==> config.mk <==
export PLATFORM = sky130hd
export DESIGN_NAME = rsa_result_collector
export DESIGN_NICKNAME = d
export VERILOG_FILES = /design/src/rtl/rsa_result_collector.sv
export SDC_FILE = /design/constraint.sdc
export NUM_CORES = 1
export LEC_CHECK = 0
export CORE_MARGIN = 5
export CORE_UTILIZATION = 53
export DETAILED_ROUTE_END_ITERATION = 7
export GPL_ROUTABILITY_DRIVEN = 0
export PLACE_DENSITY = 0.76
export SYNTH_ARGS = -nofsm -noshare
export SYNTH_HDL_FRONTEND = slang
export SYNTH_SLANG_ARGS = --single-unit
==> constraint.sdc <==
create_clock -name clk -period 4.94 [get_ports clk]
set_input_delay 0.988 -clock clk [delete_from_list [all_inputs] [get_ports clk]]
set_output_delay 0.988 -clock clk [all_outputs]
set_load 0.01 [all_outputs]
==> src/rtl/rsa_result_collector.sv <==
// Collects the westward result streams of every RSA array row, buffers each
// row in its own small FIFO and round-robins the rows onto one write port,
// storing the result matrix row-major starting at a latched base address.
module rsa_result_collector #(
   parameter int RSA_DW     = 16,
   parameter int ROWS       = 4,
   parameter int COLS       = 4,
   parameter int FIFO_DEPTH = 4,
   parameter int ADDR_W     = 10,
   parameter int ROW_STRIDE = 4
) (
   input  logic                   clk,
   input  logic                   sys_rst,
   input  logic                   start,
   input  logic [ADDR_W-1:0]      base_addr,
   input  logic [ROWS-1:0]        mulres_val,
   input  logic [ROWS*RSA_DW-1:0] mulres,
   output logic                   wr_en,
   input  logic                   wr_ready,
   output logic [ADDR_W-1:0]      wr_addr,
   output logic [RSA_DW-1:0]      wr_data,
   output logic                   busy,
   output logic                   done,
   output logic                   overflow,
   output logic                   err_extra
);

   localparam int CW    = (COLS > 1) ? $clog2(COLS) : 1;
   localparam int AW    = $clog2(COLS + 1);
   localparam int PW    = $clog2(FIFO_DEPTH);
   localparam int NW    = $clog2(FIFO_DEPTH + 1);
   localparam int RW    = (ROWS > 1) ? $clog2(ROWS) : 1;
   localparam int TOTAL = ROWS * COLS;
   localparam int WW    = $clog2(TOTAL + 1);

   typedef enum logic [1:0] {
      S_IDLE,
      S_COLLECT,
      S_DONE
   } state_t;

   state_t state_q, state_d;

   logic [RSA_DW-1:0] fifo_data [ROWS][FIFO_DEPTH];
   logic [CW-1:0]     fifo_col  [ROWS][FIFO_DEPTH];
   logic [PW-1:0]     rd_ptr    [ROWS];
   logic [PW-1:0]     wr_ptr    [ROWS];
   logic [NW-1:0]     fifo_cnt  [ROWS];
   logic [AW-1:0]     arr_cnt   [ROWS];

   logic [WW-1:0]     wr_cnt;
   logic [RW-1:0]     rr_ptr;
   logic [RW-1:0]     grant;
   logic [RW-1:0]     cand;
   logic [RW-1:0]     lock_row;
   logic              lock;
   logic              found;
   logic [ADDR_W-1:0] base_q;
   logic              overflow_q;
   logic              err_q;

   logic [ROWS-1:0]   not_empty;
   logic [ROWS-1:0]   full;
   logic [ROWS-1:0]   push;
   logic [ROWS-1:0]   pop;
   logic [ROWS-1:0]   arr_inc;
   logic [ROWS-1:0]   drop_full;
   logic [ROWS-1:0]   drop_extra;
   logic              in_collect;
   logic              accept_start;
   logic              xfer;
   logic [RSA_DW-1:0] head_data;
   logic [CW-1:0]     head_col;

   assign in_collect   = (state_q == S_COLLECT);
   assign accept_start = (state_q == S_IDLE) && start;
   assign overflow     = overflow_q;
   assign err_extra    = err_q;

   // Per-row FIFO status and the arrival decision: push, drop on full, or drop as unexpected
   always_comb begin
      not_empty  = '0;
      full       = '0;
      push       = '0;
      arr_inc    = '0;
      drop_full  = '0;
      drop_extra = '0;
      for (int r = 0; r < ROWS; r++) begin
         not_empty[r] = (fifo_cnt[r] != '0);
         full[r]      = (fifo_cnt[r] == NW'(FIFO_DEPTH));
         if (mulres_val[r]) begin
            if (!in_collect || (arr_cnt[r] == AW'(COLS))) begin
               drop_extra[r] = 1'b1;
            end else begin
               arr_inc[r] = 1'b1;
               if (full[r] && !pop[r]) begin
                  drop_full[r] = 1'b1;
               end else begin
                  push[r] = 1'b1;
               end
            end
         end
      end
   end

   // Round-robin grant from rr_ptr upward; a stalled grant stays locked so no row can steal it
   always_comb begin
      grant = rr_ptr;
      found = 1'b0;
      cand  = '0;
      for (int i = 0; i < ROWS; i++) begin
         cand = RW'((int'(rr_ptr) + i) % ROWS);
         if (!found && not_empty[cand]) begin
            grant = cand;
            found = 1'b1;
         end
      end
      if (lock) begin
         grant = lock_row;
      end
   end

   // Write port: head of the granted FIFO, address forced to zero when idle
   always_comb begin
      head_data = fifo_data[grant][rd_ptr[grant]];
      head_col  = fifo_col[grant][rd_ptr[grant]];
      wr_en     = in_collect && (|not_empty);
      xfer      = wr_en && wr_ready;
      pop       = '0;
      wr_addr   = '0;
      wr_data   = '0;
      if (xfer) begin
         pop[grant] = 1'b1;
      end
      if (wr_en) begin
         wr_addr = base_q + ADDR_W'(int'(grant) * ROW_STRIDE) + ADDR_W'(head_col);
         wr_data = head_data;
      end
   end

   // FSM next state and status outputs
   always_comb begin
      state_d = state_q;
      busy    = 1'b0;
      done    = 1'b0;
      case (state_q)
         S_IDLE: begin
            if (start) begin
               state_d = S_COLLECT;
            end
         end
         S_COLLECT: begin
            busy = 1'b1;
            if (xfer && (wr_cnt == WW'(TOTAL - 1))) begin
               state_d = S_DONE;
            end
         end
         S_DONE: begin
            done    = 1'b1;
            state_d = S_IDLE;
         end
         default: state_d = S_IDLE;
      endcase
   end

   // FSM state register, write counter, round-robin pointer, grant lock and base latch
   always_ff @(posedge clk) begin
      if (sys_rst) begin
         state_q  <= S_IDLE;
         wr_cnt   <= '0;
         rr_ptr   <= '0;
         base_q   <= '0;
         lock     <= 1'b0;
         lock_row <= '0;
      end else begin
         state_q  <= state_d;
         lock     <= wr_en && !wr_ready;
         lock_row <= grant;
         if (accept_start) begin
            base_q <= base_addr;
            wr_cnt <= '0;
            rr_ptr <= '0;
         end else if (xfer) begin
            wr_cnt <= wr_cnt + WW'(1);
            rr_ptr <= (grant == RW'(ROWS - 1)) ? '0 : grant + RW'(1);
         end
      end
   end

   // FIFO pointers, occupancy, per-row arrival counters and sticky error flags
   always_ff @(posedge clk) begin
      if (sys_rst) begin
         for (int r = 0; r < ROWS; r++) begin
            rd_ptr[r]   <= '0;
            wr_ptr[r]   <= '0;
            fifo_cnt[r] <= '0;
            arr_cnt[r]  <= '0;
         end
         overflow_q <= 1'b0;
         err_q      <= 1'b0;
      end else begin
         for (int r = 0; r < ROWS; r++) begin
            if (accept_start) begin
               rd_ptr[r]   <= '0;
               wr_ptr[r]   <= '0;
               fifo_cnt[r] <= '0;
               arr_cnt[r]  <= '0;
            end else begin
               if (push[r]) begin
                  wr_ptr[r] <= wr_ptr[r] + PW'(1);
               end
               if (pop[r]) begin
                  rd_ptr[r] <= rd_ptr[r] + PW'(1);
               end
               if (push[r] && !pop[r]) begin
                  fifo_cnt[r] <= fifo_cnt[r] + NW'(1);
               end else if (!push[r] && pop[r]) begin
                  fifo_cnt[r] <= fifo_cnt[r] - NW'(1);
               end
               if (arr_inc[r]) begin
                  arr_cnt[r] <= arr_cnt[r] + AW'(1);
               end
            end
         end
         overflow_q <= (accept_start ? 1'b0 : overflow_q) | (|drop_full);
         err_q      <= (accept_start ? 1'b0 : err_q) | (|drop_extra);
      end
   end

   // FIFO storage: result word plus its column tag
   always_ff @(posedge clk) begin
      for (int r = 0; r < ROWS; r++) begin
         if (push[r]) begin
            fifo_data[r][wr_ptr[r]] <= mulres[r*RSA_DW +: RSA_DW];
            fifo_col[r][wr_ptr[r]]  <= arr_cnt[r][CW-1:0];
         end
      end
   end

endmodule

# After elaboration in Yosys (flattened, before gate mapping)
# Memories as Yosys holds them, arrays and structs flattened.
# Index checks and enable logic that the tools add are counted.
[classes]
addsub = 27
mul = 0
div_mod_pow = 0
magnitude_cmp = 15
eq_ne = 14
n_shift = 0
muxes = 223
bitwise_logic = 43
n_reduce_logical = 52
[op_table]
columns = ["operator", "n"]
rows = [
  ["$mux W64", 4],
  ["$mux W1", 141],
  ["$demux W16 S2", 4],
  ["$mux W16", 7],
  ["$mux W3", 20],
  ["$mux W2", 29],
  ["$or A1 B1 Y1", 38],
  ["$bmux W16 S2", 1],
  ["$mux W8", 4],
  ["$logic_and A1 B1 Y1", 25],
  ["$add A3 B1 Y3 const B", 8],
  ["$eq A3 B3 Y1 const B", 8],
  ["$add A2 B1 Y2 const B", 10],
  ["$demux W2 S2", 4],
  ["$ge A3 B3 Y1 const B", 5],
  ["$lt A2 B3 Y1 const B", 5],
  ["$not A2 Y3", 5],
  ["$logic_not A1 Y1", 13],
  ["$lt A3 B1 Y1 const B", 4],
  ["$reduce_bool A3 Y1", 4],
  ["$reduce_or A4 Y1", 3],
  ["$sub A3 B1 Y3 const B", 4],
  ["$add A10 B2 Y10", 1],
  ["$add A10 B4 Y10", 1],
  ["18 further kinds", 26],
]
[totals]
ff_bits = 24
latch_bits = 0
ramBits = 328
romBits = 0
inputBits = 82
out_inout_bits = 31
word_cells = 388
n_memories = 6
[mem_list]
columns = ["memory", "depth", "word_bits", "rd", "rd_clocked_by_memory_dff", "wr", "line", "text"]
rows = [
  ["fifo_data", 4, 64, 1, 0, 4, "44", "logic [RSA_DW-1:0] fifo_data [ROWS][FIFO_DEPTH];"],
  ["fifo_col", 4, 8, 1, 0, 4, "45", "logic [CW-1:0] fifo_col [ROWS][FIFO_DEPTH];"],
  ["arr_cnt", 4, 3, 4, 0, 4, "49", "logic [AW-1:0] arr_cnt [ROWS];"],
  ["fifo_cnt", 4, 3, 4, 0, 4, "48", "logic [NW-1:0] fifo_cnt [ROWS];"],
  ["rd_ptr", 4, 2, 5, 0, 4, "46", "logic [PW-1:0] rd_ptr [ROWS];"],
  ["wr_ptr", 4, 2, 4, 0, 4, "47", "logic [PW-1:0] wr_ptr [ROWS];"],
]

# Longest topological paths before layout
# Gate-level depths: netlist (run 1).
[logic_depth]
depth_word = 32
depth_mapped = 23
ltp_nobuf = 19

# Least setup slack after synthesis (run 1)
# Ideal clock, no wire load.
[synth_timing]
kind = "register -> output"
startpoint = "mem fifo_cnt[2][0] (netlist bit)"
endpoint = "out wr_addr[6]"
arrival_ns = 4.146
t_required_ns = 3.952
path_slack_ns = -0.194
path_stages_with_launch = 24
n_path_buf = 4
cell_sequence = "edfxtp_1 > inv_1 > ha_1 > and4bb_1 > a21oi_1 > nor2_1 > o41ai_4 > buf_6 > buf_2 > buf_2 > buf_4 > mux2i_1 > mux2i_1 > mux2i_1 > mux2i_1 > ha_1 > inv_1 > fa_1 > inv_1 > a21o_1 > maj3_1 > nand3_1 > xor2_1 > nor2_1"
[synth_rtl]
columns = ["item", "line", "text"]
rows = [
  ["from (decl)", "48", ""],
  ["to (decl)", "20", "output logic [ADDR_W-1:0] wr_addr,"],
]

==> results of run 1 <==
==> worst max path at each step <==
stage / from / end / slack (ns) / cells past startpoint
6_report: fifo_cnt[0][1] / wr_addr[7] / -0.61 / 21
5_1_grt: fifo_cnt[0][1] / wr_addr[8] / -0.85 / 23
4_1_cts: fifo_cnt[0][1] / wr_addr[8] / -0.55 / 23
3_5_place_dp: fifo_cnt[2][0] / wr_data[13] / -0.74 / 15
3_3_place_gp: fifo_cnt[2][0] / wr_addr[8] / -0.61 / 21
2_1_floorplan: fifo_cnt[1][0] / wr_addr[7] / 0.004 / 19
==> kinds of logic after synthesis <==
kind of cell | share of synthesized area (%)
flops | 66.3
mux | 17.3
simple gates | 5.77
buf+inv | 2.42
compound gates | 3.41
fa+ha+maj | 3.71
xor+xnor | 1.12
==> layer usage <==
metal / vias to the layer above / global-route usage, % / part of all wire [%]
met5: - / 0 / 0.071
met4: 4 / 5.13 / 2.4
met3: 64 / 4.10 / 6.3
met2: 332 / 37.2 / 50
met1: 4628 / 29.7 / 41
li1: 4291 / - / -
==> registers in the layout, indices dropped and copies added (netlist names) <==
signal / count
rr_ptr: 2
fifo_cnt: 12
fifo_col: 32
err_extra: 1
fifo_data: 256
lock_row: 2
wr_ptr: 8
overflow: 1
lock: 1
arr_cnt: 12
rd_ptr: 8
base_q: 10
state_q: 2
wr_cnt: 5
==> worst max-delay path, cell delays in order, from the launching register on <==
cell and delay, ns:
edfxtp_1 0.36, inv_2 0.06, ha_4 0.17, nor2b_4 0.13, a32oi_2 0.22, a21oi_2 0.10
o41ai_4 0.34, buf_6 0.19, buf_4 0.13, buf_8 0.11, mux2i_2 0.22, mux2i_1 0.10
mux2_4 0.29, mux2_4 0.29, ha_4 0.21, a21o_1 0.17, a21o_1 0.16, maj3_2 0.33
nand4_1 0.11, xor2_1 0.16, nor2_1 0.07, buf_2 0.14
==> layout make-up <==
type	instances	area (µm²)
timing repair buffer	219	2230
multi-input combinational	590	5080
sequential	352	10300
inverter	39	146
clock buffer	43	968
clock inverter	23	153
tap	384	480
fill	1986	9470
==> where the power goes <==
part           internal, mW  switching [mW]  total (mW)
Sequential             3.35          0.0522        3.41
Clock                  1.46            1.13        2.59
Combinational         0.933           0.883        1.82
Total                  5.75            2.07        7.82
==> cell usage in the layout, fill, tap and decap left out, drive strengths merged, types with 3 or more instances in the layout <==
cell	n
and3	8
mux2i	227
nand3	12
clkbuf	47
a221oi	3
a31oi	3
nor3	20
and2	22
edfxtp	328
a22o	16
nor3b	4
mux2	37
xor2	9
ha	43
dlygate4sd2	15
nand2b	8
inv	42
buf	110
o22ai	3
a21o	3
clkinv	16
nand2	64
clkdlybuf4s50	88
nor2	35
nand4	4
o21ai	4
nor2b	4
dfxtp	24
a21oi	25
xnor2	11
clkinvlp	3
==> timing repair <==
item	4_1_cts	5_1_grt
gates resized for setup	98	28
setup buffers	12	6
gates cloned	6	6
hold buffers	0	0
pin swaps	15	19
setup endpoints to repair	26	26
==> metrics.md, run 1 <==
| Metric | Value |
|---|---|
| Yosys warnings | 0 |
| LEAKAGE | 6.96 nW |
| Top cells by area, synth | edfxtp_1 63%, mux2i_1 15%, ha_1 3.5%, dfxtp_1 3.1%, nand2_1 1.5% |
| Unrepaired setup endpoints after global routing | true |
| Top post-synthesis cells by count | 328 x edfxtp_1, 227 x mux2i_1, 64 x nand2_1 |
| Post-synth top flop | edfxtp_1 |
| Hold Path Depth | 2 |
| Worst-Margin Slew | 0.748 ns |
| Netlist area before placement | 15600 µm² |
| Final Instance Area | 19400 µm² |
| Inserted Clock Buffers | 36 |
| Sequential share of the synthesized area | 66.3% |
| Hold crit path type | reg -> reg |
| Area share of the largest cell type after synthesis | 63.2% |
| Final #Nets | 1364 |
| Req. time, crit path | 3.95 ns |
| Post-DR wirelength/cell | 23.0 µm |
| Worst reg2reg setup slack | 0.78 ns |
| Critical Path End Type | primary output |
| Vias in the first global route | 9540 |
| Net count after synthesis | 1153 |
| Final ANT Viol Nets | 0 |
| Root buf cell | clkbuf_16 |
| RR Endpoint | fifo_data[0][63] |
| Startpoint class of the critical path | register |
| Most frequent cell after synthesis | edfxtp_1 |
| Initial core utilization | 54.0% |
| Yosys reg bits | 352 |
| # clock sinks | 352 |
| Hold EP | base_q[2] |
| Critical path class | reg -> out |
| Setup ws final | -0.611 ns |
| Fin. Hold Viols | 0 |
| Fin crit share | 112% |
| IO buf count | 112 |
| Initial DRC count | 824 |
| Placement Setup Slack | -0.740 ns |
| Initial antenna violation count | 2 |
| Placed Cells | 1554 |
| Die height | 181 µm |
| Die area | 32900 µm² |
| Clock buffer depth | 3 |
| Final setup viols | 16 |
| Vias/cell | 5.65 |
| I/O pins | 113 |
| Final min period | 5.55 ns |
| Fmax | 180 MHz |
| Pre-antenna DRT Iters | 5 |
| Post-Syn Area per Cell | 15.2 µm² |
| Pwr Density | 403 nW/µm² |
| R2R Path Start | fifo_cnt[3][0] |
| Setup TNS Final | -5.28 ns |
| Layout Skew | 0.0251 ns |
| CTS tree | built |
| Fin cells | 1650 |
| DP Wirelength | 21700 µm |
| Clk_lat worst skew | 0.53 ns |
| Residual DRC | 0 |
| Number of diodes | 0 |
| Global route overflow | 0 |
| Worst R2R Path Depth | 14 |
| Worst Path Arrival | 4.56 ns |
| Crit path max fanout | 6 |
| DP Area | 17600 µm² |
| Maxcap violations | 0 |
| Synth cell types | 52 |
| IR drop worst, VDD | 0.000296 V |
| Chip width | 181 µm |
| Largest net degree at the start of global routing | 57 |
| # rows | 62 |
| Total power | 7.82 mW |
| Vias post-DR | 9319 |
| Final core utilization | 67.2% |
| Max-slew violation count | 0 |
| Max_slew headroom | 49.9% |
| Final wirelength | 37900 µm |
| Area Overhead vs Synth | 24.5% |
| Cells after Synth | 1027 |
| Async set or reset register ratio after synthesis | 0% |
| Layout cell share with drive strength beyond 1 | 18.5% |
| # H-tree levels | 2 |
| Hold Path Origin | base_q[2] |
| GRT Overall Usage | 21.9% |
| CORE AREA | 28900 µm² |
| Worst-path clk slew | 0.06 ns |
| Leading area contributor after synthesis | edfxtp_1 |
| EDFF count, synth | 328 |
| First-pass GRT wire length | 55500 µm |
| Failing checks | setup timing |
| Final hold slack | 0.467 ns |
| Status | finished with violations |
Power figures use the tool's default switching activity.
==> run 2, diff against run 1 <==
--- a/config.mk
+++ b/config.mk
@@ -5,7 +5,7 @@
 export SDC_FILE = /design/constraint.sdc
 export NUM_CORES = 1
 export LEC_CHECK = 0
-export CORE_MARGIN = 5
+export CORE_MARGIN = 2
 export CORE_UTILIZATION = 53
 export DETAILED_ROUTE_END_ITERATION = 7
 export GPL_ROUTABILITY_DRIVEN = 0
==> run 2 against run 1 <==
The run still ends with setup timing left; clock skew down 0.0044 ns; worst hold slack improved by 0.0023 ns; via count increased by 2.1%; maximum frequency hardly changed; sequential power about the same; register-to-register slack worse by 0.53 ns; sequential share of layout area fell by 0.97 points; global-route usage up 1.3 points; critical path depth did not move; highest routed layer unchanged.
==> metrics.md, run 2 (same netlist as run 1, synthesis figures left out) <==
| Metric | Value |
|---|---|
| Layout Skew | 0.0208 ns |
| Final hold slack | 0.470 ns |
| Sw Pwr | 2.07 mW |
| LEAKAGE | 7.22 nW |
| IR drop worst, VDD | 0.000256 V |
| Setup TNS Final | -4.41 ns |
| Root buf cell | clkbuf_16 |
| Vias/cell | 5.65 |
| Max FFs per register | 256 |
| Footprint of the multi-input gates | 5160 µm² |
| CTS tree | built |
| Clock buffer depth | 3 |
| Final Instance Area | 19700 µm² |
| Worst-path clk slew | 0.06 ns |
| Pre-antenna DRT Iters | 5 |
| I/O pins | 113 |
| Max_slew headroom | 50.0% |
| Inserted Clock Buffers | 37 |
| Commonest non-fill, non-tap cell in the layout | edfxtp_1 |
| Fmax | 180 MHz |
| Chip width | 175 µm |
| IO buf count | 112 |
| Global route overflow | 0 |
| Critical path's top delay family | multiplexers |
| Worst-Margin Slew | 0.739 ns |
| Final core utilization | 68.4% |
| Worst Path Arrival | 4.57 ns |
| Residual DRC | 0 |
| Final #Nets | 1400 |
| Largest net degree at the start of global routing | 69 |
| Max-slew violation count | 0 |
| Clk_lat worst skew | 0.53 ns |
| Setup ws final | -0.615 ns |
| Slowest stage cell, crit path | edfxtp_1 |
| Fin cells | 1686 |
| Final wirelength | 38200 µm |
| Initial DRC count | 765 |
| Register Area | 10300 µm² |
| Status | finished with violations |
| # clock sinks | 352 |
| # rows | 62 |
| Placement Setup Slack | -0.742 ns |
| Die area | 30800 µm² |
| DP Wirelength | 21400 µm |
| Crit path max fanout | 10 |
| GRT Overall Usage | 23.2% |
| Final ANT Viol Nets | 0 |
| Number of diodes | 0 |
| CORE AREA | 28900 µm² |
| Hold buffers post-CTS | 0 |
| Unrepaired setup endpoints after global routing | true |
| Maxcap violations | 0 |
| Final setup viols | 9 |
| # H-tree levels | 2 |
| Total power | 7.92 mW |
| Crit-path cells | inv_2, ha_4, nand2b_4, buf_6, a21oi_2, nor2_2, o41ai_4, buf_6, buf_12, mux2i_1, mux2i_1, mux2_4, mux2_4, ha_4, a21o_1, a21o_1, maj3_2, nand4_1, xor2_1, nor2_1, buf_2 |
| Failing checks | setup timing |
| Startpoint class of the critical path | register |
| Pwr Density | 401 nW/µm² |
| Vias in the first global route | 9453 |
| Area Overhead vs Synth | 26.8% |
| Net Sw Frac | 26.2% |
| Vias post-DR | 9518 |
| Initial core utilization | 54.0% |
| Die height | 175 µm |
| Critical Path End Type | primary output |
| Req. time, crit path | 3.95 ns |
| Hold crit path type | reg -> reg |
| First-pass GRT wire length | 53700 µm |
| Final min period | 5.56 ns |
| DP Area | 17500 µm² |
| Critical path class | reg -> out |
| Buf/Inv on CP | 5 |
| Most frequent cells in the layout | 328 x edfxtp_1, 209 x mux2i_1, 108 x buf_4 |
| Initial antenna violation count | 1 |
| Register share of total power | 43.1% |
| Clock power frac | 33.0% |
| Int Pwr | 5.84 mW |
| Placed Cells | 1544 |
| Fin. Hold Viols | 0 |
| Layout cell share with drive strength beyond 1 | 20.7% |
| Post-DR wirelength/cell | 22.7 µm |
| CP peak stage delay | 0.41 ns |
| Fin crit share | 112% |
| Number of fill cells | 1951 |
| Comb power frac | 24.0% |
[run 2: cell count changes in the layout (fill, tap and decap cells not counted), moves of 3 or more]
cell | previous run | this run
clkdlybuf4s15_1 | 0 | 3
mux2i_4 | 0 | 5
buf_6 | 6 | 13
buf_16 | 8 | 3
mux2i_1 | 219 | 209
dlymetal6s2s_1 | 0 | 9
clkinv_2 | 7 | 3
buf_4 | 80 | 108
mux2i_2 | 8 | 13
clkbuf_1 | 4 | 13
dlygate4sd2_1 | 15 | 4
[run 2: path summary, 6_finish.rpt]
check | slack (ns) | to | from | depth (start not counted)
setup / recovery | -0.62 | wr_addr[9] | fifo_cnt[1][1] | 21
hold / removal | 0.47 | base_q[2] | base_q[2] | 2
setup reg to reg | 0.25 | fifo_cnt[1][2] | fifo_cnt[1][0] | 35
hold reg to reg | 0.47 | base_q[2] | base_q[2] | 2
[run 2: repair_timing]
item | in CTS | in global routing
cloned | 0 | 10
pin swaps | 22 | 10
buffers inserted | 50 | 25
gates resized for setup | 104 | 61
setup endpoints to repair | 26 | 27
[run 2: layer usage]
layer	routed length (µm)	global-route usage [%]
met2	19300	40.6
met3	2590	3.74
met5	13	0
met1	15200	29.3
met4	1090	8.20
[run 2: power by group through the flow]
| stage | clock [mW] | sequential, mW | combinational [mW] |
|---|---|---|---|
| finish | 2.61 | 3.41 | 1.90 |
| global route | 2.74 | 3.42 | 2.00 |
| CTS | 2.62 | 3.41 | 1.62 |
| detailed placement | 0 | 3.46 | 1.46 |
| global placement | 0 | 3.46 | 1.42 |
| floorplan | 0 | 3.46 | 1.01 |
[run 2: cell type report]
type,count,share of cell area (%)
Clock inverter,17,0.779
Clock buffer,50,4.94
Tap cell,384,2.43
Multi-Input combinational cell,590,26.2
Inverter,39,0.741
Sequential cell,352,52.3
Timing Repair Buffer,254,12.7
[run 2: worst register-to-register path, delay by kind of cell, from the launching register on]
kind,cells,cell delay [ns]
buffers and inverters,32,3.69
flip-flops,1,0.37
AO/OA/AOI/OAI,2,0.25
adder cells (fa/ha/maj),1,0.15
